`src/rtl/instr_mem_loader.sv`:
```
// instr_mem_loader: streams instruction words into the instruction memory
// as MSB-first cells at consecutive addresses.
module instr_mem_loader #(
  parameter int WORD_LEN       = 16,
  parameter int MEM_CELL_LEN   = 4,
  parameter int INSTR_MEM_SIZE = 64,
  localparam int ADDR_W        = $clog2(INSTR_MEM_SIZE)
) (
  input  logic                    clk,
  input  logic                    rst,
  input  logic                    start,
  input  logic [ADDR_W-1:0]       start_addr,
  input  logic                    in_valid,
  input  logic [WORD_LEN-1:0]     in_word,
  input  logic                    in_last,
  output logic                    in_ready,
  output logic                    mem_we,
  output logic [ADDR_W-1:0]       mem_addr,
  output logic [MEM_CELL_LEN-1:0] mem_data,
  output logic                    busy,
  output logic                    done,
  output logic                    err,
  output logic [ADDR_W-1:0]       word_count
);

  localparam int CELLS = WORD_LEN / MEM_CELL_LEN;
  localparam int IDX_W = (CELLS > 1) ? $clog2(CELLS) : 1;
  localparam logic [ADDR_W:0] SIZE_X  = (ADDR_W+1)'(INSTR_MEM_SIZE);
  localparam logic [ADDR_W:0] CELLS_X = (ADDR_W+1)'(CELLS);
  localparam logic [IDX_W-1:0] IDX_LAST = IDX_W'(CELLS - 1);

  typedef enum logic [1:0] {
    IDLE, WAIT_WORD, WRITE, DONE
  } state_t;

  state_t                  state_q, state_d;
  logic [ADDR_W-1:0]       ptr_q, ptr_d;
  logic [IDX_W-1:0]        idx_q, idx_d, nxt_idx;
  logic [WORD_LEN-1:0]     word_q, word_d;
  logic                    last_q, last_d;
  logic                    fits;
  logic                    ready_d, we_d, busy_d, done_d, err_d;
  logic [ADDR_W-1:0]       addr_d, wc_d;
  logic [MEM_CELL_LEN-1:0] data_d;

  function automatic logic [MEM_CELL_LEN-1:0] cell_of(
    input logic [WORD_LEN-1:0] w,
    input logic [IDX_W-1:0]    i
  );
    cell_of = w[WORD_LEN-1-int'(i)*MEM_CELL_LEN -: MEM_CELL_LEN];
  endfunction

  // next state and next registered outputs
  always_comb begin
    state_d = state_q;
    ptr_d   = ptr_q;
    idx_d   = idx_q;
    word_d  = word_q;
    last_d  = last_q;
    ready_d = 1'b0;
    we_d    = 1'b0;
    addr_d  = mem_addr;
    data_d  = mem_data;
    done_d  = 1'b0;
    err_d   = err;
    wc_d    = word_count;
    nxt_idx = idx_q + 1'b1;
    fits    = ({1'b0, ptr_q} + CELLS_X) <= SIZE_X;
    unique case (state_q)
      IDLE: begin
        if (start) begin
          ptr_d   = start_addr;
          err_d   = 1'b0;
          wc_d    = '0;
          ready_d = 1'b1;
          state_d = WAIT_WORD;
        end
      end
      WAIT_WORD: begin
        ready_d = 1'b1;
        if (in_valid && in_ready) begin
          ready_d = 1'b0;
          if (!fits) begin
            err_d   = 1'b1;
            done_d  = 1'b1;
            state_d = DONE;
          end else begin
            idx_d   = '0;
            word_d  = in_word;
            last_d  = in_last;
            we_d    = 1'b1;
            addr_d  = ptr_q;
            data_d  = cell_of(in_word, '0);
            state_d = WRITE;
          end
        end
      end
      WRITE: begin
        if (idx_q == IDX_LAST) begin
          ptr_d = ptr_q + ADDR_W'(CELLS);
          wc_d  = word_count + 1'b1;
          if (last_q) begin
            done_d  = 1'b1;
            state_d = DONE;
          end else begin
            ready_d = 1'b1;
            state_d = WAIT_WORD;
          end
        end else begin
          idx_d  = nxt_idx;
          we_d   = 1'b1;
          addr_d = ptr_q + ADDR_W'(nxt_idx);
          data_d = cell_of(word_q, nxt_idx);
        end
      end
      DONE: begin
        state_d = IDLE;
      end
      default: begin
        state_d = IDLE;
      end
    endcase
    busy_d = (state_d != IDLE);
  end

  // state, datapath and output registers
  always_ff @(posedge clk) begin
    if (!rst) begin
      state_q    <= IDLE;
      ptr_q      <= '0;
      idx_q      <= '0;
      word_q     <= '0;
      last_q     <= 1'b0;
      in_ready   <= 1'b0;
      mem_we     <= 1'b0;
      mem_addr   <= '0;
      mem_data   <= '0;
      busy       <= 1'b0;
      done       <= 1'b0;
      err        <= 1'b0;
      word_count <= '0;
    end else begin
      state_q    <= state_d;
      ptr_q      <= ptr_d;
      idx_q      <= idx_d;
      word_q     <= word_d;
      last_q     <= last_d;
      in_ready   <= ready_d;
      mem_we     <= we_d;
      mem_addr   <= addr_d;
      mem_data   <= data_d;
      busy       <= busy_d;
      done       <= done_d;
      err        <= err_d;
      word_count <= wc_d;
    end
  end

endmodule

```
`config.mk`:
```
export PLATFORM = sky130hd
export DESIGN_NAME = instr_mem_loader
export DESIGN_NICKNAME = d
export VERILOG_FILES = /design/src/rtl/instr_mem_loader.sv
export SDC_FILE = /design/constraint.sdc
export NUM_CORES = 1
export LEC_CHECK = 0
export BUFFER_PORTS_ARGS = -buffer_cell sky130_fd_sc_hd__buf_2
export CORE_MARGIN = 2
export CORE_UTILIZATION = 55
export CTS_BUF_LIST = sky130_fd_sc_hd__clkbuf_16
export DETAILED_ROUTE_END_ITERATION = 16
export PLACE_DENSITY = 0.75
export SYNTH_ARGS = -nofsm -noshare
export SYNTH_HDL_FRONTEND = slang
export SYNTH_SLANG_ARGS = --single-unit
```
`constraint.sdc`:
```
create_clock -name clk -period 2.3 [get_ports clk]
set_input_delay 0.345 -clock clk [delete_from_list [all_inputs] [get_ports clk]]
set_output_delay 0.345 -clock clk [all_outputs]
set_load 0.005 [all_outputs]
```
Word level (Yosys, flattened, before mapping)
Index checks and enable logic that the tools add are counted.
Storage, ports and cells
  flip-flop bits (word level): 48
  bits of input ports: 27
  RAM bits: 0
  memories kept: 0
  output and inout bits: 21
  bits in read-only memories: 0
  latch bits: 0
  word-level logic and storage cells: 83
Operators by class
  reduce and logical (&&, ||, !) cells: 10
  $mul: 0
  $add $sub $neg: 6
  muxes and demuxes: 42
  bitwise logic cells: 0
  eq/ne operators: 10
  shift-type cells: 1
  magnitude comparators: 1
  divide/modulo/power cells: 0
Operators by type and width (number)
  6-bit two-way mux: 7
  6-bit case mux with 2 select lines: 3
  19-bit by 5-bit variable part select with 4-bit output: 1
  1-bit two-way mux: 15
  2-bit two-way mux: 7
  4-bit two-way mux: 3
  2-bit inequality test, second input constant: 6
  2-bit case mux with 4 select lines: 1
  4-bit case mux with 2 select lines: 1
  4-bit AND reduction: 2
  2-bit nonzero test: 4
  6-bit by 3-bit adder with 7-bit output, second input constant: 1
  7-bit less-or-equal comparator, second input constant: 1
  6-bit by 1-bit adder with 6-bit output, second input constant: 1
  6-bit by 2-bit adder with 6-bit output: 1
  6-bit by 3-bit adder with 6-bit output, second input constant: 1
  2-bit equality test, second input constant: 3
  1-bit case mux with 2 select lines: 3
  3-bit AND reduction: 2
  4-bit by 4-bit subtractor with 5-bit output, first input constant: 1
  2-bit case mux with 2 select lines: 1
  1-bit case mux with 3 select lines: 1
  2-bit by 1-bit adder with 2-bit output, second input constant: 1
  2-bit by 1-bit equality test with 1-bit output, second input constant: 1
  other kinds (2): 2

Depth between registers and ports, before layout
Gate-level depths: netlist (run 1).
  depth in word-level cells: 6
  depth in mapped cells: 9
  depth with buffers taken out: 6

Worst setup path before layout (run 1)
No wires, ideal clock.
  path type: register to register
  start: register idx_q[0]
  end: register mem_data[1]
  arrival: 1.741 ns
  setup time: 0.135 ns
  clock period less this slack: 1.875 ns
  setup slack: 0.425 ns
  stages on the path, launching flop included: 6
  path buffers: 1
  required time: 2.165 ns
  cell sequence: dfxtp_1 -> ha_1 -> clkbuf_1 -> mux2_2 -> a221oi_1 -> a211oi_2
On the way
  longest elaborated chain between the ends: 5
  elaborated cells on any way between the ends: 8
  those cells by class: add/sub (2); eq/ne (2); shift (1); mux (2); reduce/logical (1)
Ends and longest elaborated chain
  start: declaration: line 38  | logic [IDX_W-1:0] idx_q, idx_d, nxt_idx;
  start signal: assignment: line 145  | idx_q <= idx_d;
  2-bit by 1-bit adder with 2-bit output: line 67  | nxt_idx = idx_q + 1'b1;
  4-bit by 4-bit subtractor with 5-bit output: line 50  | cell_of = w[WORD_LEN-1-int'(i)*MEM_CELL_LEN -: MEM_CELL_LEN];
  19-bit by 5-bit variable part select with 4-bit output: line 50
  4-bit two-way mux: line 99  | if (idx_q == IDX_LAST) begin
  4-bit case mux with 2 select lines: line 69  | unique case (state_q)
  end signal: assignment: line 151  | mem_data <= data_d;
  end: declaration: line 19  | output logic [MEM_CELL_LEN-1:0] mem_data,
Several ways; a longest one is shown, not always the timed one. The select of a mux whose other input is x is not followed.
A chain may end at the register's enable or synchronous reset.

Worst setup path in the final report (run 1)
  start: register idx_q[0]
  end: register mem_addr[5]
On the way
  longest elaborated chain between the ends: 4
  elaborated cells on any way between the ends: 7
  those cells by class: add/sub (2); eq/ne (2); mux (2); reduce/logical (1)
Ends and longest elaborated chain
  2-bit by 1-bit adder with 2-bit output: line 67
  6-bit by 2-bit adder with 6-bit output: line 112  | addr_d = ptr_q + ADDR_W'(nxt_idx);
  6-bit two-way mux: line 99
  6-bit case mux with 2 select lines: line 69
  end signal: assignment: line 150  | mem_addr <= addr_d;
  end: declaration: line 18  | output logic [ADDR_W-1:0] mem_addr,
Several ways; a longest one is shown, not always the timed one. The select of a mux whose other input is x is not followed.

==> run_results.csv, run 1 <==
group,metric,value,unit
sta,skew,4.84,ps
clock_network,hold_buffers,0,
pwr,p_clk_share,25.3,%
pwr,leakage,1.19,nW
pwr,peakVddDrop,0.000541,V
setup_path,r2r-end,"mem_addr[5]",
setup_path,crit_fanout,11,
drt,drc_errors,0,
place,place.gp.congestion,0.814,
logic_synthesis,ys_types,47,
logic_synthesis,ys_ff_latch,48,
clock_network,post_cts_buffers,0,
setup_path,critPathCapture,"mem_addr[5]",
sta,tns,0,ps
clock_network,cts_root_buf,"clkbuf_16",
die,die_w,71.8,um
drt,ant_nets,0,
sta,setup_ws,276,ps
drt,wl,5420,um
clock_network,cts_sinks,48,
setup_path,worstReg2RegStart,"idx_q[0]",
logic_synthesis,synth_area_leaders,"dfxtp_1 (38%), mux2i_1 (8.3%), nand2_1 (7.4%), ha_1 (4.9%), a21oi_1 (3.8%)",
clock_network,clk_pin_slew,60,ps
setup_path,r2r_slack,280,ps
setup_path,critPathKind,"reg -> reg",
global_route,track_usage,22.9,%
final_layout,nFillCells,351,
logic_synthesis,yosysMostFrequentCell,"nand2_1",
logic_synthesis,synth-compound-area-share,15.5,%
logic_synthesis,syn_inst,274,
logic_synthesis,ys_async_sr_fraction,0,%
die,die_y,71.8,um
final_layout,seqCellArea,961,um^2
global_route,grt_max_degree,40,
drt,drt-pass1-iter-count,4,
job,cap_violations,0,
sta,rsz0062_at_grt,"no",
place,dp_slack,303,ps
final_layout,multi_input_area,1440,um^2
min_path,holdCritPathClass,"in -> reg",
drt,avgViaCountPerCell,5.53,
final_layout,nets,360,
pwr,power.share.combinational,39.2,%
pwr,p_sw,1.15,mW
logic_synthesis,yosys_most_used_dff,"dfxtp_1",
place,postPlaceCellArea,2800,um^2
logic_synthesis,muxShareOfSynthArea,12.8,%
logic_synthesis,syn-mean-instance-area,9.24,um^2
drt,wl_per_cell,14.5,um
logic_synthesis,yosys.area_share.simple,20.2,%
setup_path,cp.arrival,2230,ps
clock_network,cts_inserted_buffers,5,
die,pin_count,48,
clock_network,cts_resized,0,
final_layout,stdcell_area,2960,um^2
sta,drv_slew,0,
place,port-buffer-count,47,
logic_synthesis,synth_top_area_cell,"dfxtp_1",
setup_path,rr_worst_depth,6,
final_layout,drive_above_1_share,26.9,%
logic_synthesis,seq_area_frac_synth,38.0,%
final_layout,diodes,0,
pwr,cell_internal_pwr,2.07,mW
die,core,4380,um^2
setup_path,cp-startpoint,"idx_q[0]",
global_route,antenna_found_initial,0,
clock_network,clk_path_buf_depth,2,
pwr,seqPwrFrac,35.5,%
die,initial_core_util,57.7,%
clock_network,cts_tree,"done",
final_layout,layout-area-overhead-vs-synth,17.1,%
logic_synthesis,yosysWarnings,0,
sta,fin_crit,2020,ps
clock_network,clock_latency,290,ps
pwr,swShare,35.8,%
die,rows,24,
global_route,globalRoute.totalOverflow,0,
sta,finalHoldViolCount,0,
logic_synthesis,syn-num-nets,312,
global_route,grt_pass1_vias,2012,
global_route,grt_pass1_wl,9380,um
place,dp_hpwl,3790,um
logic_synthesis,synth_edf_count,0,
sta,whs,301,ps
final_layout,final_cells,375,
place,place_inst,367,
pwr,p_per_area,1090,nW/um^2
logic_synthesis,netlist.area_leader.share,38.0,%
setup_path,cp-end-kind,"flop",
logic_synthesis,synthAdderAreaFrac,5.73,%
setup_path,crit_path_start_kind,"flop",
sta,worst_slew_pin_slew,441,ps
sta,max_clock_freq,494,MHz
logic_synthesis,netlist_area,2530,um^2
logic_synthesis,ys_top_cells_by_count,"nand2_1 (50), dfxtp_1 (48), mux2i_1 (21), a21oi_1 (19), a211oi_1 (12)",
logic_synthesis,synth_top_family_by_area,"simple AND/OR/NAND/NOR gates",
logic_synthesis,synth_xor_xnor_area_share,2.77,%
drt,first_iter_violations,130,
sta,slew_headroom,69.8,%
clock_network,htree_num_levels,2,
sta,period_share,88.0,%
outcome,outcome,"completed",
setup_path,cp.required,2500,ps
die,die_area,5160,um^2
drt,num_vias,2072,
sta,finalSetupViolCount,0,
==> metrics by stage <==
stage / total power [mW] / utilization (%)
2_1_floorplan: 2.08 / -
3_3_place_gp: 2.37 / 63.8
3_5_place_dp: 2.40 / 63.8
4_1_cts: 3.24 / 67.6
5_1_grt: 3.43 / 67.6
6_report: 3.22 / 67.6
==> worst max-delay path: stages (launching register included) <==
cell and delay, ps:
dfxtp_1 350, ha_1 580, ha_1 320, a21oi_1 210, nor3_1 100, xnor2_1 160
a211oi_1 230
==> layout by cell type (no fill, tap or decap), drive strengths merged, types with 2 or more instances in the layout <==
cell / count
o211ai: 2
mux2i: 22
inv: 5
nor2: 11
or2: 3
xor2: 2
o21ai: 8
clkbuf: 5
buf: 57
o21a: 2
dfxtp: 48
nor4b: 2
mux2: 8
nand2b: 3
nor2b: 8
nor3: 3
nand2: 50
nor3b: 4
nand3: 7
a21oi: 19
xnor2: 6
a211oi: 14
a221oi: 5
ha: 10
and2: 3
and3: 2
==> power groups by stage <==
stage | combinational [mW] | sequential (mW) | clock (mW)
floorplan | 0.943 | 1.13 | 0
global placement | 1.22 | 1.15 | 0
detailed placement | 1.25 | 1.15 | 0
CTS | 1.26 | 1.14 | 0.833
global route | 1.40 | 1.16 | 0.864
finish | 1.26 | 1.14 | 0.815
==> worst min-delay path by stage <==
stage                      startpoint    endpoint  slack, ps  depth (start not counted)
after floorplan             word_q[0]   word_q[0]        430                          2
after global placement     word_q[12]  word_q[12]        440                          2
after detailed placement    word_q[2]   word_q[2]        450                          2
after CTS                 in_word[10]  word_q[10]        300                          3
after global routing       in_word[8]   word_q[8]        300                          3
final                     in_word[10]  word_q[10]        300                          3
==> area by class of cell <==
class	instances	area share, %
multi-input combinational	205	48.6
tap	52	2.20
clock inverter	3	1.44
timing repair buffer	57	10.5
sequential	48	32.4
clock buffer	5	4.22
inverter	5	0.633
==> layer usage <==
layer	vias to the layer above	GRT usage, %	share of wire, %
met3	8	5.91	5.5
li1	1056	-	-
met2	62	36.7	46
met1	946	30.3	47
met4	0	7.34	1.3
met5	-	0	0
==> registers in the layout, summed over array words and instances, names as in the netlist <==
register    cells
word_q         16
last_q          1
mem_we          1
word_count      6
mem_addr        6
mem_data        4
state_q         2
busy            1
in_ready        1
ptr_q           6
err             1
idx_q           2
done            1
==> logic make-up (layout without fill, tap and decap cells) <==
group,after synthesis,after routing
multiplexers,30,30
adder cells (fa/ha/maj),11,11
XOR/XNOR,8,8
flip-flops,48,48
AO/OA/AOI/OAI,57,57
buffers and inverters,21,70
AND/OR/NAND/NOR,99,99
No activity file was read; power rests on OpenSTA's default activity.
==> inputs of run 2 (changes only) <==
- ABC_AREA: not set -> 1
- CTS_CLUSTER_DIAMETER: not set -> 200
==> run_results.csv, run 2 <==
group,metric,value,unit
outcome,outcome,"completed",
clock_network,clock_latency,280,ps
clock_network,clk_path_buf_depth,2,
pwr,p_sw,534,uW
drt,wl_per_cell,12.2,um
logic_synthesis,syn-mean-instance-area,6.96,um^2
setup_path,cp.arrival,2090,ps
global_route,globalRoute.totalOverflow,0,
sta,tns,0,ps
logic_synthesis,netlist.area_leader.share,37.0,%
sta,finalSetupViolCount,0,
final_layout,layout-area-overhead-vs-synth,16.5,%
die,core,4440,um^2
sta,slew_headroom,60.3,%
logic_synthesis,ys_types,30,
clock_network,cts_root_buf,"clkbuf_16",
clock_network,cts_resized,0,
logic_synthesis,yosysWarnings,0,
logic_synthesis,synth_xor_xnor_area_share,0.675,%
logic_synthesis,netlist_area,2590,um^2
place,place.gp.congestion,0.864,
sta,worst_slew_pin_slew,596,ps
setup_path,cp.required,2470,ps
sta,period_share,83.3,%
logic_synthesis,yosys.area_share.simple,27.8,%
global_route,grt_pass1_wl,9720,um
place,dp_slack,430,ps
die,pin_count,48,
setup_path,crit_fanout,16,
final_layout,final_common_cell,"nand2_1",
logic_synthesis,syn-num-nets,411,
clock_network,clk_pin_slew,60,ps
job,cap_violations,0,
clock_network,cts_sinks,48,
logic_synthesis,seq_area_frac_synth,37.0,%
drt,drt-pass1-iter-count,5,
pwr,p_clk_share,42.1,%
final_layout,largest-register,"word_q",
clock_network,post_cts_buffers,0,
pwr,leakage,1.45,nW
logic_synthesis,synth_edf_count,0,
logic_synthesis,syn_inst,373,
global_route,antenna_found_initial,0,
final_layout,drive_above_1_share,18.2,%
die,die_y,72.7,um
logic_synthesis,ys_async_sr_fraction,0,%
place,port-buffer-count,47,
sta,skew,2.97,ps
sta,fin_crit,1920,ps
die,die_w,72.7,um
sta,drv_slew,0,
setup_path,cp-end-kind,"flop",
die,die_area,5280,um^2
sta,setup_ws,384,ps
setup_path,r2r_slack,380,ps
clock_network,hold_buffers,0,
logic_synthesis,synth-compound-area-share,17.1,%
clock_network,cts_inserted_buffers,5,
setup_path,critPathKind,"reg -> reg",
min_path,min_from,"start_addr[0]",
logic_synthesis,ys_ff_latch,48,
setup_path,crit_path_start_kind,"flop",
pwr,p_per_area,717,nW/um^2
drt,num_vias,2422,
drt,first_iter_violations,145,
logic_synthesis,ys_top_cells_by_count,"nand2_1 (92), inv_1 (56), dfxtp_1 (48), a21oi_1 (36), nor2_1 (34)",
pwr,swShare,24.7,%
sta,rsz0062_at_grt,"no",
drt,ant_nets,0,
clock_network,cts_tree,"done",
sta,finalHoldViolCount,0,
drt,wl,5740,um
final_layout,final_cell_mix,"nand2_1 (92), inv_1 (56), dfxtp_1 (48)",
pwr,cell_internal_pwr,1.63,mW
logic_synthesis,yosys_most_used_dff,"dfxtp_1",
setup_path,worstReg2RegStart,"state_q[0]",
pwr,peakVddDrop,0.000392,V
logic_synthesis,muxShareOfSynthArea,0,%
logic_synthesis,yosysMostFrequentCell,"nand2_1",
sta,max_clock_freq,522,MHz
final_layout,largest_register_ffs,16,
clock_network,htree_num_levels,2,
drt,drc_errors,0,
global_route,grt_max_degree,32,
final_layout,diodes,0,
global_route,track_usage,23.2,%
logic_synthesis,synth_top_area_cell,"dfxtp_1",
global_route,grt_pass1_vias,2247,
logic_synthesis,synth_area_leaders,"dfxtp_1 (37%), nand2_1 (13%), inv_1 (8.1%), a21oi_1 (6.9%), o21ai_0 (5.0%)",
pwr,power.share.combinational,15.5,%
die,rows,24,
die,initial_core_util,58.4,%
min_path,holdCritPathClass,"in -> reg",
logic_synthesis,synth_top_family_by_area,"simple AND/OR/NAND/NOR gates",
drt,avgViaCountPerCell,5.16,
pwr,seqPwrFrac,42.4,%
logic_synthesis,synthAdderAreaFrac,5.59,%
final_layout,nets,455,
place,dp_hpwl,4020,um
setup_path,cp-startpoint,"state_q[0]",
## run 2: changes by cell type after synthesis, sizes merged, moves of 14 or more
cell / change
a211oi: -14
mux2i: -22
nor2: +25
inv: +52
a21oi: +17
nand2: +49
o21ai: +25
## run 2: kinds of logic (layout without fill, tap and decap cells)
kind of cell | Yosys count | in the layout
flip-flops | 48 | 48
buffers and inverters | 72 | 116
adder cells (fa/ha/maj) | 11 | 11
AO/OA/AOI/OAI | 78 | 78
XOR/XNOR | 2 | 2
AND/OR/NAND/NOR | 162 | 162
## run 2: critical path: stages (launching register included)
cell,delay [ps]
dfxtp_1,380
inv_1,110
ha_1,250
inv_1,80
nor2_1,60
o21ai_2,480
o21ai_0,230
o21ai_1,160
a21oi_1,50
## run 2: final timing paths
path	end	cells past startpoint
min	ptr_q[0]	3
max reg2reg	ptr_q[5]	8
max	ptr_q[5]	8
min reg2reg	word_q[15]	2
## run 2: power groups by stage
| stage | clock [mW] | sequential [mW] | combinational (mW) |
|---|---|---|---|
| after global placement | 0 | 0.936 | 0.328 |
| after floorplan | 0 | 0.937 | 0.240 |
| after detailed placement | 0 | 0.938 | 0.332 |
| after global routing | 0.957 | 0.926 | 0.391 |
| final | 0.912 | 0.919 | 0.335 |
| after CTS | 0.923 | 0.919 | 0.337 |
## run 2: layout make-up
class	instances	area [um^2]
clock inverter	2	60.1
timing repair buffer	51	265
multi-input combinational	253	1330
fill	409	1420
sequential	48	961
tap	52	65.1
inverter	58	218
clock buffer	5	125
## run 2: routing by layer
metal	share of wire [%]	vias up	global-route usage (%)	wire, um
met5	0	-	0	0
met4	1.9	0	7.20	109
met3	5.9	11	4.97	336
met2	47	79	40.0	2710
met1	45	1060	28.8	2580
li1	-	1272	-	-
## run 2: per-stage QoR
step | instance area (um^2) | util, % | instances | hold WS, ps | total power [mW]
3_5_place_dp | 2840 | 63.9 | 462 | 447 | 1.27
5_1_grt | 3020 | 68.0 | 469 | 331 | 2.27
6_report | 3020 | 68.0 | 469 | 322 | 2.17
3_3_place_gp | 2840 | 63.9 | 462 | 440 | 1.26
4_1_cts | 3020 | 68.0 | 469 | 324 | 2.18
2_1_floorplan | 2590 | - | 373 | 429 | 1.18
==> inputs of run 3 (changes only) <==
- ABC_AREA: 1 -> 0
- clock period: 2.3 -> 1.8 ns (I/O delays scaled with it)
==> run_results.csv, run 3 (same netlist as run 1, synthesis figures left out) <==
group,metric,value,unit
setup_path,crit_family,"simple AND/OR/NAND/NOR gates",
final_layout,drive_above_1_share,32.8,%
setup_path,crit_fanout,5,
min_path,min_from,"in_word[6]",
pwr,power.share.combinational,45.2,%
final_layout,layout-area-overhead-vs-synth,24.6,%
pwr,p_per_area,1420,nW/um^2
place,port-buffer-count,47,
global_route,grt_pass1_vias,2069,
drt,ant_nets,0,
sta,tns,0,ps
pwr,p_clk_share,23.0,%
global_route,antenna_found_initial,0,
die,initial_core_util,57.7,%
drt,wl_per_cell,14.2,um
drt,first_iter_violations,93,
setup_path,cp.arrival,1910,ps
global_route,grt_pass1_wl,9140,um
final_layout,stdcell_area,3150,um^2
clock_network,clock_latency,280,ps
setup_path,crit_path_start_kind,"flop",
setup_path,rr_worst_depth,7,
global_route,globalRoute.totalOverflow,0,
setup_path,cp_slowest_stage_delay,370,ps
pwr,p_sw,1.56,mW
sta,drv_slew,0,
pwr,swShare,35.0,%
place,place.gp.congestion,0.793,
final_layout,largest-register,"word_q",
die,die_area,5160,um^2
setup_path,cp_num_cells,7,
setup_path,cp-end-kind,"flop",
setup_path,r2r-end,"busy",
clock_network,cts_sinks,48,
sta,slew_headroom,74.8,%
place,postPlaceCellArea,2910,um^2
global_route,grt_max_degree,32,
die,pin_count,48,
sta,worst_slew_pin_slew,377,ps
setup_path,cp.required,1970,ps
setup_path,critPathKind,"reg -> reg",
sta,max_clock_freq,575,MHz
drt,drc_errors,0,
pwr,seqPwrFrac,31.9,%
clock_network,cts_inserted_buffers,5,
die,die_y,71.8,um
die,core,4380,um^2
sta,finalHoldViolCount,0,
clock_network,cts_tree,"done",
clock_network,cts_root_buf,"clkbuf_16",
die,rows,24,
pwr,fin_total_pwr,4.46,mW
setup_path,crit_path_top_delay_cell,"dfxtp_2",
final_layout,final_common_cell,"nand2_1",
pwr,leakage,1.28,nW
outcome,outcome,"completed",
drt,num_vias,2137,
die,die_w,71.8,um
job,cap_violations,0,
min_path,hold_end,"word_q[6]",
pwr,peakVddDrop,0.000641,V
final_layout,final_core_util,71.9,%
setup_path,cp_cell_sequence,"inv_1, ha_1, buf_4, and3_1, nor3b_1, a221oi_1, or2_2",
clock_network,clk_pin_slew,60,ps
place,dp_hpwl,3880,um
final_layout,final_cell_mix,"nand2_1 (50), dfxtp_1 (47), buf_2 (47)",
sta,finalSetupViolCount,0,
clock_network,clk_path_buf_depth,2,
drt,avgViaCountPerCell,5.48,
sta,period_share,96.6,%
sta,skew,3.35,ps
min_path,hold_depth,3,
sta,fin_crit,1740,ps
final_layout,diodes,0,
drt,drt-pass1-iter-count,4,
setup_path,r2r_slack,60,ps
final_layout,nets,375,
min_path,holdCritPathClass,"in -> reg",
drt,wl,5560,um
pwr,cell_internal_pwr,2.90,mW
setup_path,worstReg2RegStart,"state_q[1]",
clock_network,htree_num_levels,2,
global_route,track_usage,22.3,%
final_layout,largest_register_ffs,16,
setup_path,worst-path-buf-inv,2,
## run 3: power groups by stage
stage	Combinational, mW	Clock (mW)	Sequential [mW]
4_1_cts	1.87	1.04	1.41
3_3_place_gp	1.77	0	1.43
3_5_place_dp	1.80	0	1.43
6_report	2.02	1.03	1.42
2_1_floorplan	1.21	0	1.45
5_1_grt	2.19	1.08	1.45
## run 3: worst max path at each step
stage,from,slack [ps],end
after floorplan,idx_q[0],50,mem_data[1]
after global placement,idx_q[0],2,mem_addr[5]
after detailed placement,idx_q[0],-60,mem_addr[5]
after CTS,state_q[1],6,busy
after global routing,state_q[0],-2,mem_addr[5]
final,state_q[1],60,busy
## run 3: what timing repair did
action	in CTS	in global routing
resized for setup	5	12
buffers inserted	0	2
setup endpoints to repair	15	16
endpoints found under the hold margin	0	0
hold buffers	0	0
## run 3: routing by layer
layer  share of wire [%]  global-route usage, %  wire length (um)  vias to the layer above
met5                   0                      0                 0                        -
met4                 1.0                   6.29                56                        0
met3                 3.8                   4.50               213                        6
met2                  49                   39.6              2720                       48
met1                  46                   27.4              2570                      996
li1                    -                      -                 -                     1087
## run 3: worst register-to-register path, delay by kind of cell, from the launching register on
family / cells / cell delay [ps]
compound gates: 1 / 140
fa+ha+maj: 1 / 230
buf+inv: 2 / 230
flops: 1 / 370
simple gates: 3 / 650
## run 3: cell type report
type / instances / area (um^2)
timing repair buffer: 72 / 452
clock inverter: 3 / 37.5
sequential: 48 / 962
multi-input combinational: 205 / 1490
fill: 337 / 1230
inverter: 5 / 18.8
clock buffer: 5 / 125
tap: 52 / 65.1
## run 3: per-stage QoR
step / hold WS [ps] / worst slack (ps) / instances
global route: 237 / -1.54 / 390
global placement: 444 / 2.35 / 380
floorplan: 406 / 46.3 / 274
CTS: 227 / 5.73 / 388
detailed placement: 451 / -59.3 / 380
finish: 225 / 61.6 / 390
